<file path="src/rtl/pi_access_pkg.sv">
// Shared types and widths for the Pi RAM access block.
// Latency: n/a (types and constants only).
// Backpressure: n/a.
package pi_access_pkg;

  localparam int PI_ADDR_W = 17;
  localparam int PI_DATA_W = 8;

  // Request handshake walk: wait for request, wait for bus slot, drive RAM, report done.
  typedef enum logic [1:0] {
    ST_IDLE      = 2'd0,
    ST_WAIT_SLOT = 2'd1,
    ST_ACCESS    = 2'd2,
    ST_DONE      = 2'd3
  } pi_access_state_t;

  // Request fields latched from the SPI side while the request level is high.
  typedef struct packed {
    logic                 rw_b;
    logic [PI_ADDR_W-1:0] addr;
    logic [PI_DATA_W-1:0] data;
  } pi_req_t;

endpackage

</file>
<file path="src/rtl/pi_access_sync2.sv">
// Two-flop synchronizer for level signals crossing into the clk domain.
// Latency: two clk edges from input change to output change.
// Backpressure: none; levels only, pulses shorter than a clk period may be lost.
module sync2 #(
  parameter int WIDTH = 1
) (
  input  logic             clk,
  input  logic             reset,
  input  logic [WIDTH-1:0] d_i,
  output logic [WIDTH-1:0] q_o
);

  logic [WIDTH-1:0] meta_q;
  logic [WIDTH-1:0] sync_q;

  // First flop may go metastable; second flop gives it a full cycle to settle.
  always_ff @(posedge clk or posedge reset) begin
    if (reset) begin
      meta_q <= '0;
      sync_q <= '0;
    end else begin
      meta_q <= d_i;
      sync_q <= meta_q;
    end
  end

  assign q_o = sync_q;

endmodule

</file>
<file path="src/rtl/pi_access.sv">
// Arbitrates one Pi request into a granted RAM bus slot and returns a done level.
// Latency: pi_done_out rises ACCESS_CYCLES+1 edges after the edge that samples pi_slot.
// Backpressure: requester holds pi_pending_in until done; a started access always completes.
module pi_access
  import pi_access_pkg::*;
#(
  parameter int ACCESS_CYCLES = 3
) (
  input  logic                 clk,
  input  logic                 reset,
  input  logic                 pi_pending_in,
  input  logic [PI_ADDR_W-1:0] pi_addr,
  input  logic [PI_DATA_W-1:0] pi_data_in,
  input  logic                 pi_rw_b,
  input  logic                 pi_slot,
  output logic                 pi_done_out,
  output logic [PI_DATA_W-1:0] pi_rd_data,
  output logic [PI_ADDR_W-1:0] ram_addr,
  output logic [PI_DATA_W-1:0] ram_data_out,
  output logic                 ram_data_oe,
  input  logic [PI_DATA_W-1:0] ram_data_in,
  output logic                 ram_we_n,
  output logic                 ram_oe_n
);

  localparam int CNT_W = $clog2(ACCESS_CYCLES + 1);
  // Index of the final access cycle, where the access ends and read data is sampled.
  localparam logic [CNT_W-1:0] LAST_CNT = CNT_W'(ACCESS_CYCLES - 1);
  // Last cycle with the write strobe low; the final cycle holds data with we_n high.
  localparam logic [CNT_W-1:0] WE_LAST  = CNT_W'(ACCESS_CYCLES - 2);

  logic pend_s;

  pi_access_state_t     state_q, state_d;
  logic [CNT_W-1:0]     cnt_q, cnt_d;
  pi_req_t              req_q, req_d;
  logic                 done_q, done_d;
  logic                 we_n_q, we_n_d;
  logic                 oe_n_q, oe_n_d;
  logic                 data_oe_q, data_oe_d;
  logic [PI_ADDR_W-1:0] ram_addr_q, ram_addr_d;
  logic [PI_DATA_W-1:0] ram_wdat_q, ram_wdat_d;
  logic [PI_DATA_W-1:0] rd_data_q, rd_data_d;
  logic                 in_access_d;

  // The request level arrives from the SPI clock domain.
  sync2 #(
    .WIDTH (1)
  ) u_pend_sync (
    .clk   (clk),
    .reset (reset),
    .d_i   (pi_pending_in),
    .q_o   (pend_s)
  );

  // Next-state logic: request capture, slot wait, fixed-length access, done hold.
  always_comb begin
    state_d = state_q;
    cnt_d   = cnt_q;
    req_d   = req_q;
    case (state_q)
      ST_IDLE: begin
        if (pend_s) begin
          req_d.rw_b = pi_rw_b;
          req_d.addr = pi_addr;
          req_d.data = pi_data_in;
          state_d    = ST_WAIT_SLOT;
        end
      end
      ST_WAIT_SLOT: begin
        // A withdrawn request wins over a coincident slot so no strobe is issued.
        if (!pend_s) begin
          state_d = ST_IDLE;
        end else if (pi_slot) begin
          state_d = ST_ACCESS;
          cnt_d   = '0;
        end
      end
      ST_ACCESS: begin
        // Runs to completion regardless of pend_s; pend_s only picks the exit.
        if (cnt_q == LAST_CNT) begin
          cnt_d   = '0;
          state_d = pend_s ? ST_DONE : ST_IDLE;
        end else begin
          cnt_d = cnt_q + CNT_W'(1);
        end
      end
      ST_DONE: begin
        if (!pend_s) begin
          state_d = ST_IDLE;
        end
      end
      default: begin
        state_d = ST_IDLE;
        cnt_d   = '0;
      end
    endcase
  end

  // RAM strobes and bus values are registered from the next state so they line up
  // with the ACCESS state cycle by cycle and cannot glitch.
  always_comb begin
    in_access_d = (state_d == ST_ACCESS);
    we_n_d      = !(in_access_d && !req_q.rw_b && (cnt_d <= WE_LAST));
    oe_n_d      = !(in_access_d && req_q.rw_b);
    data_oe_d   = in_access_d && !req_q.rw_b;
    ram_addr_d  = in_access_d ? req_q.addr : ram_addr_q;
    ram_wdat_d  = in_access_d ? req_q.data : ram_wdat_q;
    rd_data_d   = rd_data_q;
    if ((state_q == ST_ACCESS) && (cnt_q == LAST_CNT) && req_q.rw_b) begin
      rd_data_d = ram_data_in;
    end
    // Done asserts one edge after entering DONE and drops on the edge that leaves it.
    done_d = (state_q == ST_DONE) && pend_s;
  end

  // State, request and output registers; reset releases every RAM strobe at once.
  always_ff @(posedge clk or posedge reset) begin
    if (reset) begin
      state_q    <= ST_IDLE;
      cnt_q      <= '0;
      req_q      <= '0;
      done_q     <= 1'b0;
      we_n_q     <= 1'b1;
      oe_n_q     <= 1'b1;
      data_oe_q  <= 1'b0;
      ram_addr_q <= '0;
      ram_wdat_q <= '0;
      rd_data_q  <= '0;
    end else begin
      state_q    <= state_d;
      cnt_q      <= cnt_d;
      req_q      <= req_d;
      done_q     <= done_d;
      we_n_q     <= we_n_d;
      oe_n_q     <= oe_n_d;
      data_oe_q  <= data_oe_d;
      ram_addr_q <= ram_addr_d;
      ram_wdat_q <= ram_wdat_d;
      rd_data_q  <= rd_data_d;
    end
  end

  assign pi_done_out  = done_q;
  assign pi_rd_data   = rd_data_q;
  assign ram_addr     = ram_addr_q;
  assign ram_data_out = ram_wdat_q;
  assign ram_data_oe  = data_oe_q;
  assign ram_we_n     = we_n_q;
  assign ram_oe_n     = oe_n_q;

endmodule

</file>
<file path="config.mk">
export PLATFORM = sky130hd
export DESIGN_NAME = pi_access
export DESIGN_NICKNAME = d
export VERILOG_FILES = /design/src/rtl/pi_access_pkg.sv /design/src/rtl/pi_access_sync2.sv /design/src/rtl/pi_access.sv
export SDC_FILE = /design/constraint.sdc
export NUM_CORES = 1
export LEC_CHECK = 0
export CAP_MARGIN = 40
export CORE_MARGIN = 2
export CORE_UTILIZATION = 55
export CTS_BUF_LIST = sky130_fd_sc_hd__clkbuf_8 sky130_fd_sc_hd__clkbuf_16
export CTS_CLUSTER_SIZE = 28
export DETAILED_ROUTE_END_ITERATION = 6
export DONT_BUFFER_PORTS = 1
export GPL_TIMING_DRIVEN = 0
export PLACE_DENSITY = 0.69
export SYNTH_ARGS = -nofsm -noshare
export SYNTH_HDL_FRONTEND = slang
export SYNTH_SLANG_ARGS = --single-unit
</file>
<file path="constraint.sdc">
create_clock -name clk -period 2.9 [get_ports clk]
set_clock_uncertainty 0.05 [all_clocks]
set_input_delay 0.87 -clock clk [delete_from_list [all_inputs] [get_ports clk]]
set_output_delay 0.87 -clock clk [all_outputs]
set_load 0.01 [all_outputs]
</file>
==> flow_metrics.tcl, run 1 <==
set metrics [dict create \
    core_um2 4790 \
    crit_type "reg -> reg" \
    drtPass1Iterations 4 \
    synth_largest_area_cell "dfrtp_1" \
    fin_crit_ns 2.25 \
    tritoncts "done" \
    die_area_um2 5590 \
    maxCapViolCount 0 \
    synth_cells 168 \
    grt_max_degree 39 \
    cts_max_level 3 \
    post_route_cells_drive_above_1_share_pct 45.9 \
    num-fill-cells 346 \
    powerDensity_nw_per_um2 1180 \
    wl_met2_um 2240 \
    syn_area_um2 2750 \
    syn_nets 211 \
    chipHeight_um 74.7 \
    drt-met1-wl_um 1840 \
    cts_buffers 9 \
    hold_path.class "reg -> reg" \
    syn_to_final_growth_pct 10.8 \
    crit_arrival_ns 2.42 \
    slew_viol_final 0 \
    cts_resized 0 \
    drc 0 \
    grt_first_pass_wirelength_um 7000 \
    cts.path.max_buffers 2 \
    final_util_pct 63.7 \
    finalNetCount 223 \
    drt_iter0_markers 34 \
    via_per_inst 5.57 \
    num_vias 1403 \
    syn_avg_cell_area_um2 16.4 \
    hold_viol 0 \
    first_global_vias 1511 \
    regArea_um2 1730 \
    highest_layer "met4" \
    ys_seq_area_share_pct 62.8 \
    synth.most_common_cell "dfrtp_1" \
    io_buffer_count 0 \
    relSlewSlack_pct 55.2 \
    wl_met3_um 430 \
    synth_top_area_share_pct 60.9 \
    yosys_register_bits 69 \
    worstSetupEndpointType "register" \
    worstSetupStartpointType "register" \
    post-route-period-util_pct 77.7 \
    gp_congestion 0.759 \
    fmax_mhz 444 \
    multiInputGateArea_um2 976 \
    hold_buffers 0 \
    clk_pin_slew_ns 0.07 \
    insertion_delay_ns 0.33 \
    postRouteAntennaNets 0 \
    dp_hpwl_um 3300 \
    ys_types 27 \
    initial_core_util_pct 57.5 \
    netlist_top_cells_count "dfrtp_1, mux2_2, mux2_4" \
    yosys_warnings 0 \
    status "finished, final reports clean" \
    wl_per_cell_um 18.3 \
    die_w_um 74.7 \
    rows 25 \
    worstMarginPinSlew_ns 0.670 \
    rsz0062_at_grt "no" \
    n_antenna_cell 0 \
    antenna_found_initial 0 \
    root_buffer "clkbuf_8" \
    p_leak_uw 0.00137 \
    vdd_ir_drop_max_mv 0.695 \
    drt-total-wl_um 4620 \
    setup_viol 0 \
    hold_slack_ns 0.304 \
    ys.flop_type "dfrtp_1" \
    grt.overflow.total 0 \
    async_flop_share_pct 100 \
    cp.required_ns 3.06 \
    synth-edff-count 0 \
    ios 75 \
    synth.area.top_cells "dfrtp_1, mux2_2, mux2_4, ha_1, dfstp_2" \
    postCtsSetupRepairBufs 0 \
    grt_usage_pct 17.4 \
    cts_sinks 69 \
    crit_fanout 10 \
]
[registers in the layout, indices dropped and copies added, names as in the netlist]
register,cells
req_q,26
ram_addr,17
pi_rd_data,8
ram_data_out,8
cnt_q,2
state_q,2
pi_done_out,1
ram_data_oe,1
ram_oe_n,1
ram_we_n,1
u_pend_sync.meta_q,1
u_pend_sync.q_o,1
[report_power, final]
| group | internal [µW] | total, µW | switching (µW) |
|---|---|---|---|
| combinational | 684 | 1110 | 421 |
| clock | 411 | 747 | 336 |
| sequential | 1390 | 1750 | 366 |
| total | 2480 | 3610 | 1120 |
[worst max-delay path: stages, from the launching register on]
cell	delay [ns]
dfrtp_1	0.41
inv_1	0.13
ha_1	0.24
and2b_1	0.16
o211ai_1	0.18
o211ai_2	0.18
nor2_4	0.26
buf_6	0.22
mux2_4	0.31
[layout by cell type (no fill, tap or decap)]
cell and n:
ha_1 5, dfrtp_1 67, nand3_1 1, clkinv_2 2, clkbuf_1 1, buf_6 2
o211ai_2 1, a22oi_1 1, a32o_1 1, buf_12 1, clkbuf_8 10, o21ai_0 1
nor2_1 2, a21o_1 1, nand4b_1 2, a21oi_1 1, nor2_4 1, inv_2 1
nor3_1 1, inv_1 4, mux2_4 19, and2b_1 1, buf_2 2, nand2_1 7
bufinv_16 1, o211ai_1 1, dfstp_2 2, and2_1 1, clkinvlp_4 1, a2bb2oi_2 1
a21oi_2 1, nand2b_1 2, mux2_2 40
[per-stage QoR]
step                setup WS (ns)  total power [µW]  cells  area [µm²]  setup TNS [ns]
floorplan                   0.243              2640    168        2750               0
global placement           -0.260              2800    235        2840          -17.24
detailed placement          0.508              2890    236        2860               0
CTS                         0.622              3640    252        3050               0
global route                0.483              3810    252        3050               0
finish                      0.647              3610    252        3050               0
[cell families after synthesis]
kind of cell,Yosys count,share of synthesized area [%]
AOI/OAI and AO/OA,9,2.86
adders and majority gates,5,2.27
buffers and inverters,8,1.73
DFF,69,62.8
muxes,59,26.7
and+or+nand+nor,18,3.59
[layer usage]
metal	GRT usage, %	up-vias
li1	-	611
met1	18.5	715
met2	28.6	66
met3	8.03	11
met4	9.52	0
met5	0	-
[final cells by class]
| cell class | instances | area share, % |
|---|---|---|
| repair buffers | 1 | 0.657 |
| plain buffers | 5 | 1.19 |
| multi-input cells | 91 | 32.0 |
| clock inverters | 6 | 1.81 |
| well taps | 67 | 2.75 |
| clock buffers | 10 | 4.51 |
| flip-flops and latches | 69 | 56.7 |
| inverters | 3 | 0.369 |
[path summary, 6_finish.rpt]
| kind | start | to | slack, ns | depth (start not counted) |
|---|---|---|---|---|
| max | state_q[1] | ram_data_out[4] | 0.65 | 8 |
| min | u_pend_sync.meta_q | u_pend_sync.q_o | 0.30 | 0 |
| max reg2reg | state_q[1] | ram_data_out[4] | 0.65 | 8 |
| min reg2reg | u_pend_sync.meta_q | u_pend_sync.q_o | 0.30 | 0 |
| max in group asynchronous | reset | ram_addr[15] | 1.71 | 2 |
| min in group asynchronous | reset | ram_data_out[6] | 0.47 | 1 |
(Power assumes the default switching activity.)
==> inputs of run 2 (changes only) <==
==> constraint.sdc (replaced) <==
create_clock -name clk -period 2.1 [get_ports clk]
set_clock_uncertainty 0.05 [all_clocks]
set_input_delay 0.63 -clock clk [delete_from_list [all_inputs] [get_ports clk]]
set_output_delay 0.63 -clock clk [all_outputs]
set_load 0.01 [all_outputs]
==> run 2 against run 1 <==
- cell count up 1.2%
- sequential power up 38%
- count of clock-buffer cells in the layout down 1
- register-to-register slack worse by 0.56 ns
- critical path type unchanged
- routed wire length down 0.74%
- combinational power up 46%
- largest power group unchanged
- clock power up 37%
- non-clock buffer count up 3
- critical path depth down 1
- largest cell class unchanged
- first-iteration DRC count down 5.9%
==> flow_metrics.tcl, run 2 (synthesis results as in run 1) <==
set metrics [dict create \
    status "finished, final reports clean" \
    worstSetupEndpointType "register" \
    gp_congestion 0.784 \
    vdd_ir_drop_max_mv 0.759 \
    die_w_um 74.7 \
    max_stage_delay_ns 0.41 \
    reg2reg_depth 7 \
    multiInputGateArea_um2 978 \
    first_global_vias 1495 \
    power.share.combinational_pct 31.9 \
    antenna_found_initial 0 \
    endpoint "ram_addr[0]" \
    path_cells "inv_1 -> ha_1 -> a21oi_2 -> o211ai_2 -> nor2_4 -> buf_8 -> mux2_4" \
    p_leak_uw 0.00137 \
    chipHeight_um 74.7 \
    wl_per_cell_um 18.0 \
    maxCapViolCount 0 \
    regArea_um2 1730 \
    drc 0 \
    final_cell_mix "dfrtp_1, mux2_2, mux2_4, clkbuf_8, nand2_1" \
    post-route-period-util_pct 95.9 \
    cts_sinks 69 \
    grt_usage_pct 17.7 \
    cts.path.max_buffers 2 \
    drtPass1Iterations 4 \
    dp_hpwl_um 3320 \
    rsz0062_at_grt "no" \
    largest_register_ffs 26 \
    worstMarginPinSlew_ns 0.601 \
    fmax_mhz 497 \
    slew_viol_final 0 \
    path_depth 7 \
    hold_viol 0 \
    rows 25 \
    grt_max_degree 42 \
    path_delay_family "flip-flops" \
    num-fill-cells 357 \
    root_buffer "clkbuf_8" \
    postRouteAntennaNets 0 \
    crit_arrival_ns 2.18 \
    power_frac_seq_pct 47.9 \
    finalNetCount 226 \
    cts_buffers 9 \
    final_util_pct 64.6 \
    relSlewSlack_pct 59.9 \
    powerDensity_nw_per_um2 1640 \
    rr_startpoint "state_q[0]" \
    timing.final.ws_setup_ns 0.0869 \
    dp.cells 236 \
    n_antenna_cell 0 \
    power_frac_clock_pct 20.1 \
    r2r-end "ram_addr[0]" \
    crit_fanout 10 \
    insertion_delay_ns 0.33 \
    core_um2 4790 \
    io_buffer_count 0 \
    power.internal_uw 3480 \
    p_sw_uw 1580 \
    hold_buffers 0 \
    ios 75 \
    cp_slowest_cell "dfrtp_2" \
    startpoint "state_q[0]" \
    hold_slack_ns 0.185 \
    die_area_um2 5590 \
    cts_max_level 3 \
    final_common_cell "dfrtp_1" \
    hold_path.class "in -> async" \
    tns_ns 0 \
    syn_to_final_growth_pct 12.4 \
    grt.overflow.total 0 \
    tritoncts "done" \
    instances_no_fill 255 \
    clk_pin_slew_ns 0.08 \
    initial_core_util_pct 57.5 \
    pre_cts_ws_ns -0.180 \
    via_per_inst 5.36 \
    crit_type "reg -> reg" \
    path_buf_inv 2 \
    drt_iter0_markers 32 \
    num_vias 1368 \
    post_route_cells_drive_above_1_share_pct 48.9 \
    rrSetupSlack_ns 0.09 \
    grt_first_pass_wirelength_um 7090 \
    largest-register "req_q" \
    fin_crit_ns 2.01 \
    cp.required_ns 2.27 \
    setup_viol 0 \
    drt-total-wl_um 4590 \
    swShare_pct 31.3 \
    worstSetupStartpointType "register" \
]
==> run 2: changes by cell type in the layout (fill, tap and decap cells not counted), sizes merged <==
cell,before,now
buf,5,8
clkinv,2,5
inv,5,2
clkbuf,11,10
clkinvlp,1,2
==> run 2: power by group through the flow <==
stage / Clock (µW) / Combinational [µW] / Sequential [µW]
2_1_floorplan: 0 / 1340 / 2310
3_3_place_gp: 0 / 1450 / 2410
3_5_place_dp: 0 / 1540 / 2450
4_1_cts: 1050 / 1610 / 2430
5_1_grt: 1110 / 1750 / 2500
6_report: 1020 / 1620 / 2420
==> run 2: layout make-up <==
type	instances	area share, %
clock buffers	9	4.00
multi-input cells	91	31.6
inverters	3	0.485
clock inverters	7	2.14
well taps	67	2.71
flip-flops and latches	69	55.9
repair buffers	4	1.50
plain buffers	5	1.58
==> run 2: worst min-delay path by stage <==
stage | start | cells past startpoint | end | slack, ns
5_1_grt | reset | 1 | req_q[10] | 0.21
3_3_place_gp | u_pend_sync.meta_q | 0 | u_pend_sync.q_o | 0.28
3_5_place_dp | u_pend_sync.meta_q | 0 | u_pend_sync.q_o | 0.29
2_1_floorplan | u_pend_sync.meta_q | 0 | u_pend_sync.q_o | 0.28
6_report | reset | 1 | req_q[11] | 0.18
4_1_cts | reset | 1 | req_q[11] | 0.19
==> run 2: worst register-to-register path, cell delays in order, from the launching register on <==
cell and delay, ns:
dfrtp_2 0.41, inv_1 0.10, ha_1 0.28, a21oi_2 0.22
o211ai_2 0.15, nor2_4 0.20, buf_8 0.19, mux2_4 0.31
==> run 2: metal layers <==
metal | vias to the layer above | routed length [µm] | GRT usage (%) | part of all wire (%)
met3 | 6 | 411 | 7.23 | 9.0
li1 | 616 | - | - | -
met4 | 0 | 69 | 10.1 | 1.5
met2 | 53 | 2350 | 29.2 | 51
met5 | - | 0 | 0 | 0
met1 | 693 | 1760 | 19.3 | 38
==> run 2: stage by stage <==
step,area (µm²),power [µW]
6_report,3090,5060
5_1_grt,3090,5360
4_1_cts,3080,5090
3_5_place_dp,2860,3990
3_3_place_gp,2840,3860
2_1_floorplan,2760,3650
==> run 2: repair_timing <==
action / in CTS / in global routing
buffers inserted: 3 / 0
setup endpoints to repair: 19 / 25
hold endpoints to repair: 0 / 0
pin swaps: 2 / 1
resized for setup: 1 / 5
